## src/rtl/dct_ctrl_axil_slave.sv

```systemverilog
// rtl/dct_ctrl_axil_slave.sv - AXI4-Lite control/status register file for the 4x4 DCT accelerator
// AW and W are captured independently; reads are one-outstanding; DONE is sticky W1C.
module dct_ctrl_axil_slave #(
   parameter int          ADDR_W  = 12,
   parameter logic [31:0] VERSION = 32'h0001_0000
) (
   input  logic              aclk,
   input  logic              areset,
   input  logic [ADDR_W-1:0] s_axi_awaddr,
   input  logic              s_axi_awvalid,
   output logic              s_axi_awready,
   input  logic [31:0]       s_axi_wdata,
   input  logic [3:0]        s_axi_wstrb,
   input  logic              s_axi_wvalid,
   output logic              s_axi_wready,
   output logic [1:0]        s_axi_bresp,
   output logic              s_axi_bvalid,
   input  logic              s_axi_bready,
   input  logic [ADDR_W-1:0] s_axi_araddr,
   input  logic              s_axi_arvalid,
   output logic              s_axi_arready,
   output logic [31:0]       s_axi_rdata,
   output logic [1:0]        s_axi_rresp,
   output logic              s_axi_rvalid,
   input  logic              s_axi_rready,
   output logic              start_o,
   output logic [31:0]       src_addr_o,
   output logic [31:0]       dst_addr_o,
   output logic [15:0]       len_o,
   input  logic              busy_i,
   input  logic              done_i,
   output logic              irq_o
);

   localparam logic [2:0] IDX_CTRL    = 3'd0;
   localparam logic [2:0] IDX_STATUS  = 3'd1;
   localparam logic [2:0] IDX_SRC     = 3'd2;
   localparam logic [2:0] IDX_DST     = 3'd3;
   localparam logic [2:0] IDX_LEN     = 3'd4;
   localparam logic [2:0] IDX_VERSION = 3'd5;
   localparam logic [1:0] RESP_OKAY   = 2'b00;
   localparam logic [1:0] RESP_SLVERR = 2'b10;

   logic              aw_held_q, aw_held_d;
   logic [ADDR_W-1:2] aw_addr_q, aw_addr_d;
   logic              w_held_q, w_held_d;
   logic [31:0]       w_data_q, w_data_d;
   logic [3:0]        w_strb_q, w_strb_d;
   logic              awready_q, awready_d;
   logic              wready_q, wready_d;
   logic              bvalid_q, bvalid_d;
   logic [1:0]        bresp_q, bresp_d;
   logic              arready_q, arready_d;
   logic              rvalid_q, rvalid_d;
   logic [1:0]        rresp_q, rresp_d;
   logic [31:0]       rdata_q, rdata_d;
   logic              start_q, start_d;
   logic              irq_en_q, irq_en_d;
   logic              done_q, done_d;
   logic              irq_q, irq_d;
   logic [31:0]       src_q, src_d;
   logic [31:0]       dst_q, dst_d;
   logic [15:0]       len_q, len_d;

   logic        aw_hs, w_hs, b_hs, ar_hs, r_hs, wr_exec, done_clr;
   logic [31:0] rd_val;
   logic        unused_ok;

   // Anything above 0x014 is unmapped, including aliases that reuse addr[4:2].
   function automatic logic is_mapped(input logic [ADDR_W-1:2] a);
      return (a[ADDR_W-1:5] == '0) && (a[4:2] < 3'd6);
   endfunction

   function automatic logic [31:0] merge(input logic [31:0] old_v, input logic [31:0] new_v,
                                         input logic [3:0] strb);
      logic [31:0] r;
      for (int b = 0; b < 4; b++) begin
         r[b*8 +: 8] = strb[b] ? new_v[b*8 +: 8] : old_v[b*8 +: 8];
      end
      return r;
   endfunction

   assign aw_hs     = s_axi_awvalid & awready_q;
   assign w_hs      = s_axi_wvalid & wready_q;
   assign b_hs      = bvalid_q & s_axi_bready;
   assign ar_hs     = s_axi_arvalid & arready_q;
   assign r_hs      = rvalid_q & s_axi_rready;
   assign wr_exec   = aw_held_q & w_held_q & ~bvalid_q;
   assign unused_ok = ^{s_axi_awaddr[1:0], s_axi_araddr[1:0]};

   always_comb begin
      aw_held_d = aw_held_q;
      aw_addr_d = aw_addr_q;
      w_held_d  = w_held_q;
      w_data_d  = w_data_q;
      w_strb_d  = w_strb_q;
      bvalid_d  = bvalid_q;
      bresp_d   = bresp_q;
      rvalid_d  = rvalid_q;
      rresp_d   = rresp_q;
      rdata_d   = rdata_q;
      start_d   = 1'b0;
      irq_en_d  = irq_en_q;
      src_d     = src_q;
      dst_d     = dst_q;
      len_d     = len_q;
      done_clr  = 1'b0;
      rd_val    = '0;
      irq_d     = irq_en_q & done_q;

      if (aw_hs) begin
         aw_held_d = 1'b1;
         aw_addr_d = s_axi_awaddr[ADDR_W-1:2];
      end
      if (w_hs) begin
         w_held_d = 1'b1;
         w_data_d = s_axi_wdata;
         w_strb_d = s_axi_wstrb;
      end

      if (wr_exec) begin
         bvalid_d = 1'b1;
         bresp_d  = is_mapped(aw_addr_q) ? RESP_OKAY : RESP_SLVERR;
         if (is_mapped(aw_addr_q)) begin
            case (aw_addr_q[4:2])
               IDX_CTRL: begin
                  if (w_strb_q[0]) begin
                     irq_en_d = w_data_q[1];
                     start_d  = w_data_q[0] & ~busy_i;
                  end
               end
               IDX_STATUS: done_clr = w_strb_q[0] & w_data_q[1];
               IDX_SRC:    src_d = merge(src_q, w_data_q, w_strb_q);
               IDX_DST:    dst_d = merge(dst_q, w_data_q, w_strb_q);
               IDX_LEN: begin
                  if (w_strb_q[0]) len_d[7:0]  = w_data_q[7:0];
                  if (w_strb_q[1]) len_d[15:8] = w_data_q[15:8];
               end
               default: ;
            endcase
         end
      end

      if (b_hs) begin
         bvalid_d  = 1'b0;
         aw_held_d = 1'b0;
         w_held_d  = 1'b0;
      end

      // A completion arriving alongside a clear must not be lost.
      done_d = done_i ? 1'b1 : (done_clr ? 1'b0 : done_q);

      awready_d = ~aw_held_d & ~bvalid_d;
      wready_d  = ~w_held_d & ~bvalid_d;

      if (is_mapped(s_axi_araddr[ADDR_W-1:2])) begin
         case (s_axi_araddr[4:2])
            IDX_CTRL:    rd_val = {30'h0, irq_en_q, 1'b0};
            IDX_STATUS:  rd_val = {30'h0, done_q, busy_i};
            IDX_SRC:     rd_val = src_q;
            IDX_DST:     rd_val = dst_q;
            IDX_LEN:     rd_val = {16'h0, len_q};
            IDX_VERSION: rd_val = VERSION;
            default:     rd_val = '0;
         endcase
      end

      if (ar_hs) begin
         rvalid_d = 1'b1;
         rdata_d  = rd_val;
         rresp_d  = is_mapped(s_axi_araddr[ADDR_W-1:2]) ? RESP_OKAY : RESP_SLVERR;
      end else if (r_hs) begin
         rvalid_d = 1'b0;
      end
      arready_d = ~rvalid_d;
   end

   always_ff @(posedge aclk) begin
      if (areset) begin
         aw_held_q <= 1'b0;
         aw_addr_q <= '0;
         w_held_q  <= 1'b0;
         w_data_q  <= '0;
         w_strb_q  <= '0;
         awready_q <= 1'b0;
         wready_q  <= 1'b0;
         bvalid_q  <= 1'b0;
         bresp_q   <= 2'b00;
         arready_q <= 1'b0;
         rvalid_q  <= 1'b0;
         rresp_q   <= 2'b00;
         rdata_q   <= '0;
         start_q   <= 1'b0;
         irq_en_q  <= 1'b0;
         done_q    <= 1'b0;
         irq_q     <= 1'b0;
         src_q     <= '0;
         dst_q     <= '0;
         len_q     <= '0;
      end else begin
         aw_held_q <= aw_held_d;
         aw_addr_q <= aw_addr_d;
         w_held_q  <= w_held_d;
         w_data_q  <= w_data_d;
         w_strb_q  <= w_strb_d;
         awready_q <= awready_d;
         wready_q  <= wready_d;
         bvalid_q  <= bvalid_d;
         bresp_q   <= bresp_d;
         arready_q <= arready_d;
         rvalid_q  <= rvalid_d;
         rresp_q   <= rresp_d;
         rdata_q   <= rdata_d;
         start_q   <= start_d;
         irq_en_q  <= irq_en_d;
         done_q    <= done_d;
         irq_q     <= irq_d;
         src_q     <= src_d;
         dst_q     <= dst_d;
         len_q     <= len_d;
      end
   end

   assign s_axi_awready = awready_q;
   assign s_axi_wready  = wready_q;
   assign s_axi_bvalid  = bvalid_q;
   assign s_axi_bresp   = bresp_q;
   assign s_axi_arready = arready_q;
   assign s_axi_rvalid  = rvalid_q;
   assign s_axi_rresp   = rresp_q;
   assign s_axi_rdata   = rdata_q;
   assign start_o       = start_q;
   assign src_addr_o    = src_q;
   assign dst_addr_o    = dst_q;
   assign len_o         = len_q;
   assign irq_o         = irq_q;

endmodule

```

## config.mk

```make
export PLATFORM = sky130hd
export DESIGN_NAME = dct_ctrl_axil_slave
export DESIGN_NICKNAME = d
export VERILOG_FILES = /design/src/rtl/dct_ctrl_axil_slave.sv
export SDC_FILE = /design/constraint.sdc
export NUM_CORES = 1
export LEC_CHECK = 0
export BUFFER_PORTS_ARGS = -buffer_cell sky130_fd_sc_hd__clkbuf_2
export CAP_MARGIN = 20
export CORE_MARGIN = 3
export CORE_UTILIZATION = 43
export DETAILED_ROUTE_END_ITERATION = 8
export PLACE_DENSITY = 0.68
export SYNTH_ARGS = -nofsm -noshare
export SYNTH_HDL_FRONTEND = slang
export SYNTH_SLANG_ARGS = --single-unit
```

## constraint.sdc

```tcl
create_clock -name aclk -period 2.5 [get_ports aclk]
set_input_delay 0.25 -clock aclk [delete_from_list [all_inputs] [get_ports aclk]]
set_output_delay 0.25 -clock aclk [all_outputs]
set_load 0.01 [all_outputs]
```

-- After elaboration in Yosys (flattened, before gate mapping)
Cells that the tools add are included.
- flip-flop bits (word level): 173
- input bits: 69
- output and inout bits: 123
- word-level logic and storage cells: 96
- $lt $le $gt $ge: 2
- equality and inequality tests: 9
- mux-type cells: 17
- bitwise gates (word level): 22
- reductions and logical operators: 19
- operators by type and width (cell ; number):
    $pmux W32 S6 ; 1
    $reduce_and A4 Y1 ; 11
    $mux W32 ; 1
    $logic_not A7 Y1 ; 2
    $mux W1 ; 13
    $and A1 B1 Y1 ; 12
    $eq A3 B2 Y1 const B ; 4
    $not A1 Y1 ; 10
    $eq A3 B3 Y1 const B ; 3
    $eq A3 B1 Y1 const B ; 2
    $logic_not A3 Y1 ; 2
    $lt A3 B3 Y1 const B ; 2
    $reduce_or A5 Y1 ; 1
    $mux W2 ; 2
    $logic_and A1 B1 Y1 ; 2
    $reduce_bool A2 Y1 ; 1

-- Depth between registers and ports, before layout
- depth after elaboration: 6
- gate-level depth with buffers: 7
- depth with buffers taken out: 4

-- Least setup slack after synthesis
Ideal clock, no wire load.
- path kind: reg-to-reg
- start point: reg aw_addr_q[5] in the netlist's numbering
- end point: reg src_q[16] (netlist: src_addr_o[16])
- library setup time: 128 ps
- data arrival time: 1775 ps
- data required time: 2372 ps
- slack: 598 ps
- cell stages (with the launch flop): 6
- buffers on the path: 1
- clock period less this slack: 1902 ps
- cells stage by stage: dfxtp_1 -> or4_1 -> buf_4 -> nor4_4 -> mux2i_1 -> nor2_1
- cells in the longest elaborated chain, start to end: 3
- ends and longest elaborated chain (element ; RTL line ; RTL):
    from (decl) ; 45 ; logic [ADDR_W-1:2] aw_addr_q, aw_addr_d;
    from (signal assigned) ; 202 ; aw_addr_q <= aw_addr_d;
    $logic_not A7 Y1 ; 71 ; return (a[ADDR_W-1:5] == '0) && (a[4:2] < 3'd6);
    $logic_and A1 B1 Y1 ; 71 ;
    $reduce_and A4 Y1 (no source line) ; -- ;
    to (signal assigned) ; 218 ; src_q <= src_d;
    to (decl) ; 61 ; logic [31:0] src_q, src_d;
No other way between the ends.
A chain may end at the register's enable or synchronous reset.

-- Final worst setup path
- start point: reg aw_addr_q[5] in the netlist's numbering
- end point: reg src_q[17] (netlist: src_addr_o[17])
Same word-level chain as after synthesis.

==> impl_metrics.env <==
export IMPL_pin_count_of_the_biggest_net_entering_global_routing=64
export IMPL_placement_io_buffers=185
export IMPL_post_layout_total_power_uw=5986
export IMPL_post_synth_num_cell_types=39
export IMPL_route_vias_total=5837
export IMPL_power_per_cell_area_nw_per_um2=693.2
export IMPL_cts_hold_buffers_added=0
export IMPL_final_core_util_pct=56.38
export IMPL_postRouteAntennaNets=0
export IMPL_seq_area_frac_synth_pct=50.43
export IMPL_critPathLaunchType="flip-flop"
export IMPL_floorplan_die_width_um=131.6
export IMPL_synth_enable_flop_cells=0
export IMPL_tritoncts_num_sinks=171
export IMPL_vdd_ir_drop_worst_mv=0.4506
export IMPL_report_final_hold_viol_count=0
export IMPL_gr_usage_all_layers_pct=21.59
export IMPL_synthCells=713
export IMPL_clock_transition_at_the_registers_of_the_reported_paths_ns=0.07
export IMPL_placement_rows=45
export IMPL_timing_critical_path_to_type="flip-flop"
export IMPL_fraction_of_layout_cells_with_a_size_suffix_above_1_pct=29.99
export IMPL_timing_max_transition_violations_final=0
export IMPL_critPathArrivalTime_ns=2.33
export IMPL_post_cts_resized_instances=0
export IMPL_synth_main_ff_cell="sky130_fd_sc_hd__dfxtp_1"
export IMPL_layout_filler_cells=1408
export IMPL_worst_path_max_fanout=8
export IMPL_router_iterations_before_antenna_repair=5
export IMPL_finalSetupViolCount=0
export IMPL_mostFrequentLayoutCells="sky130_fd_sc_hd__clkbuf_2 (184), sky130_fd_sc_hd__dfxtp_1 (171), sky130_fd_sc_hd__nor2_1 (118)"
export IMPL_grt_overflow=0
export IMPL_num_nets_final=963
export IMPL_power_static_leakage_uw=0.003959
export IMPL_synth_seq_cells=171
export IMPL_grtUsageMet1_pct=27.97
export IMPL_worst_endpoint_required_ns=2.81
export IMPL_cts_tree="built"
export IMPL_post_cts_setup_buffers=0
export IMPL_critical_path_class="flip-flop to flip-flop"
export IMPL_ios=192
export IMPL_drc_errors=0
export IMPL_detail_route_wl_per_cell_um=16.90
export IMPL_finalSetupTns_ns=0
export IMPL_hold_path_class="input pin to flip-flop"
export IMPL_worstSkewPairLatency_ns=0.43
export IMPL_die_height_um=131.6
export IMPL_grtUsageMet3_pct=6.011
export IMPL_post_synth_main_area_contributors="sky130_fd_sc_hd__dfxtp_1 (50%), sky130_fd_sc_hd__mux2i_1 (14%), sky130_fd_sc_hd__nor2_1 (6.5%)"
export IMPL_achievable_frequency_ghz=0.4934
export IMPL_dp_hpwl_um=12700
export IMPL_start_util_pct=44.32
export IMPL_grt_pass1_vias=5677
export IMPL_numCtsBuffers=17
export IMPL_via_per_inst=5.221
export IMPL_layout_cells_most_common="sky130_fd_sc_hd__clkbuf_2"
export IMPL_use_met2_pct=34.81
export IMPL_antenna_found_initial=0
export IMPL_avg_cell_area_syn_sq_um=9.520
export IMPL_result_of_the_run="completed"
export IMPL_grt_most_used_layer="met2"
export IMPL_synth_yosys_warnings=0
export IMPL_worst_pin_slew_ns=0.5232
export IMPL_fin_crit_sh_pct=81.07
export IMPL_clockBufferDepth=2
export IMPL_time_the_final_worst_path_needs_with_i_o_delays_and_setup_ns=2.027
export IMPL_routabilityCongestion=0.7902
export IMPL_htree_num_levels=4
export IMPL_coreArea_sq_um=15310
export IMPL_route_final_wire_length_um=18890
export IMPL_synth_top_area_cell="sky130_fd_sc_hd__dfxtp_1"
export IMPL_area_delta_synth_final_pct=27.21
export IMPL_timing_clock_skew_ns=0.007466
export IMPL_async_reset_ff_share_pct=0
export IMPL_grt_setup_unrepaired="no"
export IMPL_drtIter0Drc=316
export IMPL_maxCapViolations=0
export IMPL_antennaDiodeCount=0
export IMPL_synth_top_cell_area_share_pct=50.43
export IMPL_synthesis_area_sq_um=6788
export IMPL_die_area_sq_um=17330
export IMPL_cts_root_buf="sky130_fd_sc_hd__clkbuf_16"
export IMPL_grt_first_pass_wirelength_um=30290
export IMPL_slew_headroom_pct=64.80
==> power by group <==
group          internal [uW]  switching, uW
Combinational            123            226
Sequential              2770           46.1
Clock                   1750           1070
==> final timing paths <==
path                             startpoint                     endpoint  slack [ns]  depth (start not counted)
setup / recovery  aw_addr_q[5]$_SDFFE_PP0P_  src_addr_o[17]$_SDFFE_PP0P_        0.47                          5
hold / removal                 s_axi_bready          w_held_q$_SDFF_PP0_        0.04                          2
hold reg to reg         done_q$_SDFFE_PP0P_             irq_o$_SDFF_PP0_        0.45                          2
setup reg to reg  aw_addr_q[5]$_SDFFE_PP0P_  src_addr_o[17]$_SDFFE_PP0P_        0.47                          5
==> kinds of logic after synthesis <==
kind of cell	Yosys count	synth area share, %
buf+inv	48	2.838
compound gates	108	10.19
other cells	1	0.05525
mux	111	16.65
simple gates	274	19.83
flops	171	50.43
==> cells in the mapped netlist, types with 2 or more instances <==
| master | number |
|---|---|
| sky130_fd_sc_hd__o21ai_0 | 2 |
| sky130_fd_sc_hd__a22oi_1 | 30 |
| sky130_fd_sc_hd__nand3b_1 | 2 |
| sky130_fd_sc_hd__and4b_1 | 3 |
| sky130_fd_sc_hd__nand2b_1 | 4 |
| sky130_fd_sc_hd__clkbuf_1 | 43 |
| sky130_fd_sc_hd__buf_4 | 3 |
| sky130_fd_sc_hd__a211oi_1 | 2 |
| sky130_fd_sc_hd__nor4_1 | 2 |
| sky130_fd_sc_hd__nor4_4 | 4 |
| sky130_fd_sc_hd__a21oi_1 | 55 |
| sky130_fd_sc_hd__a211o_1 | 2 |
| sky130_fd_sc_hd__nor3b_1 | 3 |
| sky130_fd_sc_hd__nor2_1 | 118 |
| sky130_fd_sc_hd__o2bb2ai_1 | 14 |
| sky130_fd_sc_hd__or3_1 | 4 |
| sky130_fd_sc_hd__nor4_2 | 2 |
| sky130_fd_sc_hd__nand2_1 | 101 |
| sky130_fd_sc_hd__and2_1 | 3 |
| sky130_fd_sc_hd__nor3_1 | 3 |
| sky130_fd_sc_hd__nand4_2 | 7 |
| sky130_fd_sc_hd__mux2i_1 | 96 |
| sky130_fd_sc_hd__nor4bb_1 | 7 |
| sky130_fd_sc_hd__dfxtp_1 | 171 |
| sky130_fd_sc_hd__or4_1 | 2 |
| sky130_fd_sc_hd__mux2_2 | 15 |
| sky130_fd_sc_hd__nand3_1 | 2 |
| sky130_fd_sc_hd__or4bb_1 | 2 |
==> per-stage QoR <==
| step | std cells | hold slack [ns] | instance area [sq um] | setup WS [ns] |
|---|---|---|---|---|
| after floorplan | 714 | 0.3490 | 6792 | 0.5978 |
| after global placement | 1086 | 0.4363 | 7998 | 0.5455 |
| after detailed placement | 1086 | 0.4411 | 7998 | 0.5220 |
| after CTS | 1118 | 0.01858 | 8635 | 0.4668 |
| after global routing | 1118 | 0.02934 | 8635 | 0.3912 |
| final | 1118 | 0.03603 | 8635 | 0.4733 |
==> cell type report <==
class                           count  area (sq um)  area share, %
Clock inverter                     11         166.4          1.927
Sequential cell                   171          3423          39.65
Clock buffer                       21         470.5          5.448
Timing Repair Buffer              209          1121          12.98
Multi-Input combinational cell    495          3189          36.94
Tap cell                          211         264.0          3.058
==> flip-flops by register name, summed over array words and instances, names as in the netlist <==
name           cells
s_axi_bvalid       1
s_axi_rvalid       1
w_held_q           1
s_axi_wready       1
s_axi_awready      1
w_data_q          32
dst_addr_o        32
aw_addr_q         10
len_o             16
irq_o              1
done_q             1
s_axi_bresp        1
s_axi_rresp        1
start_o            1
src_addr_o        32
aw_held_q          1
s_axi_rdata       32
w_strb_q           4
irq_en_q           1
s_axi_arready      1
==> worst max-delay path, stage by stage (launching register included) <==
cell and delay, ns:
sky130_fd_sc_hd__dfxtp_1 0.33, sky130_fd_sc_hd__or4_1 0.75, sky130_fd_sc_hd__nor4_4 0.29, sky130_fd_sc_hd__buf_4 0.25
sky130_fd_sc_hd__mux2i_1 0.22, sky130_fd_sc_hd__nor2_1 0.06
==> layer usage <==
| metal | wire length [um] | vias to the layer above |
|---|---|---|
| met5 | 0 | - |
| met4 | 242 | 0 |
| met3 | 1267 | 17 |
| met2 | 8853 | 199 |
| met1 | 8528 | 2764 |
| li1 | - | 2857 |
Note: power is estimated with default switching activity, not from simulation.
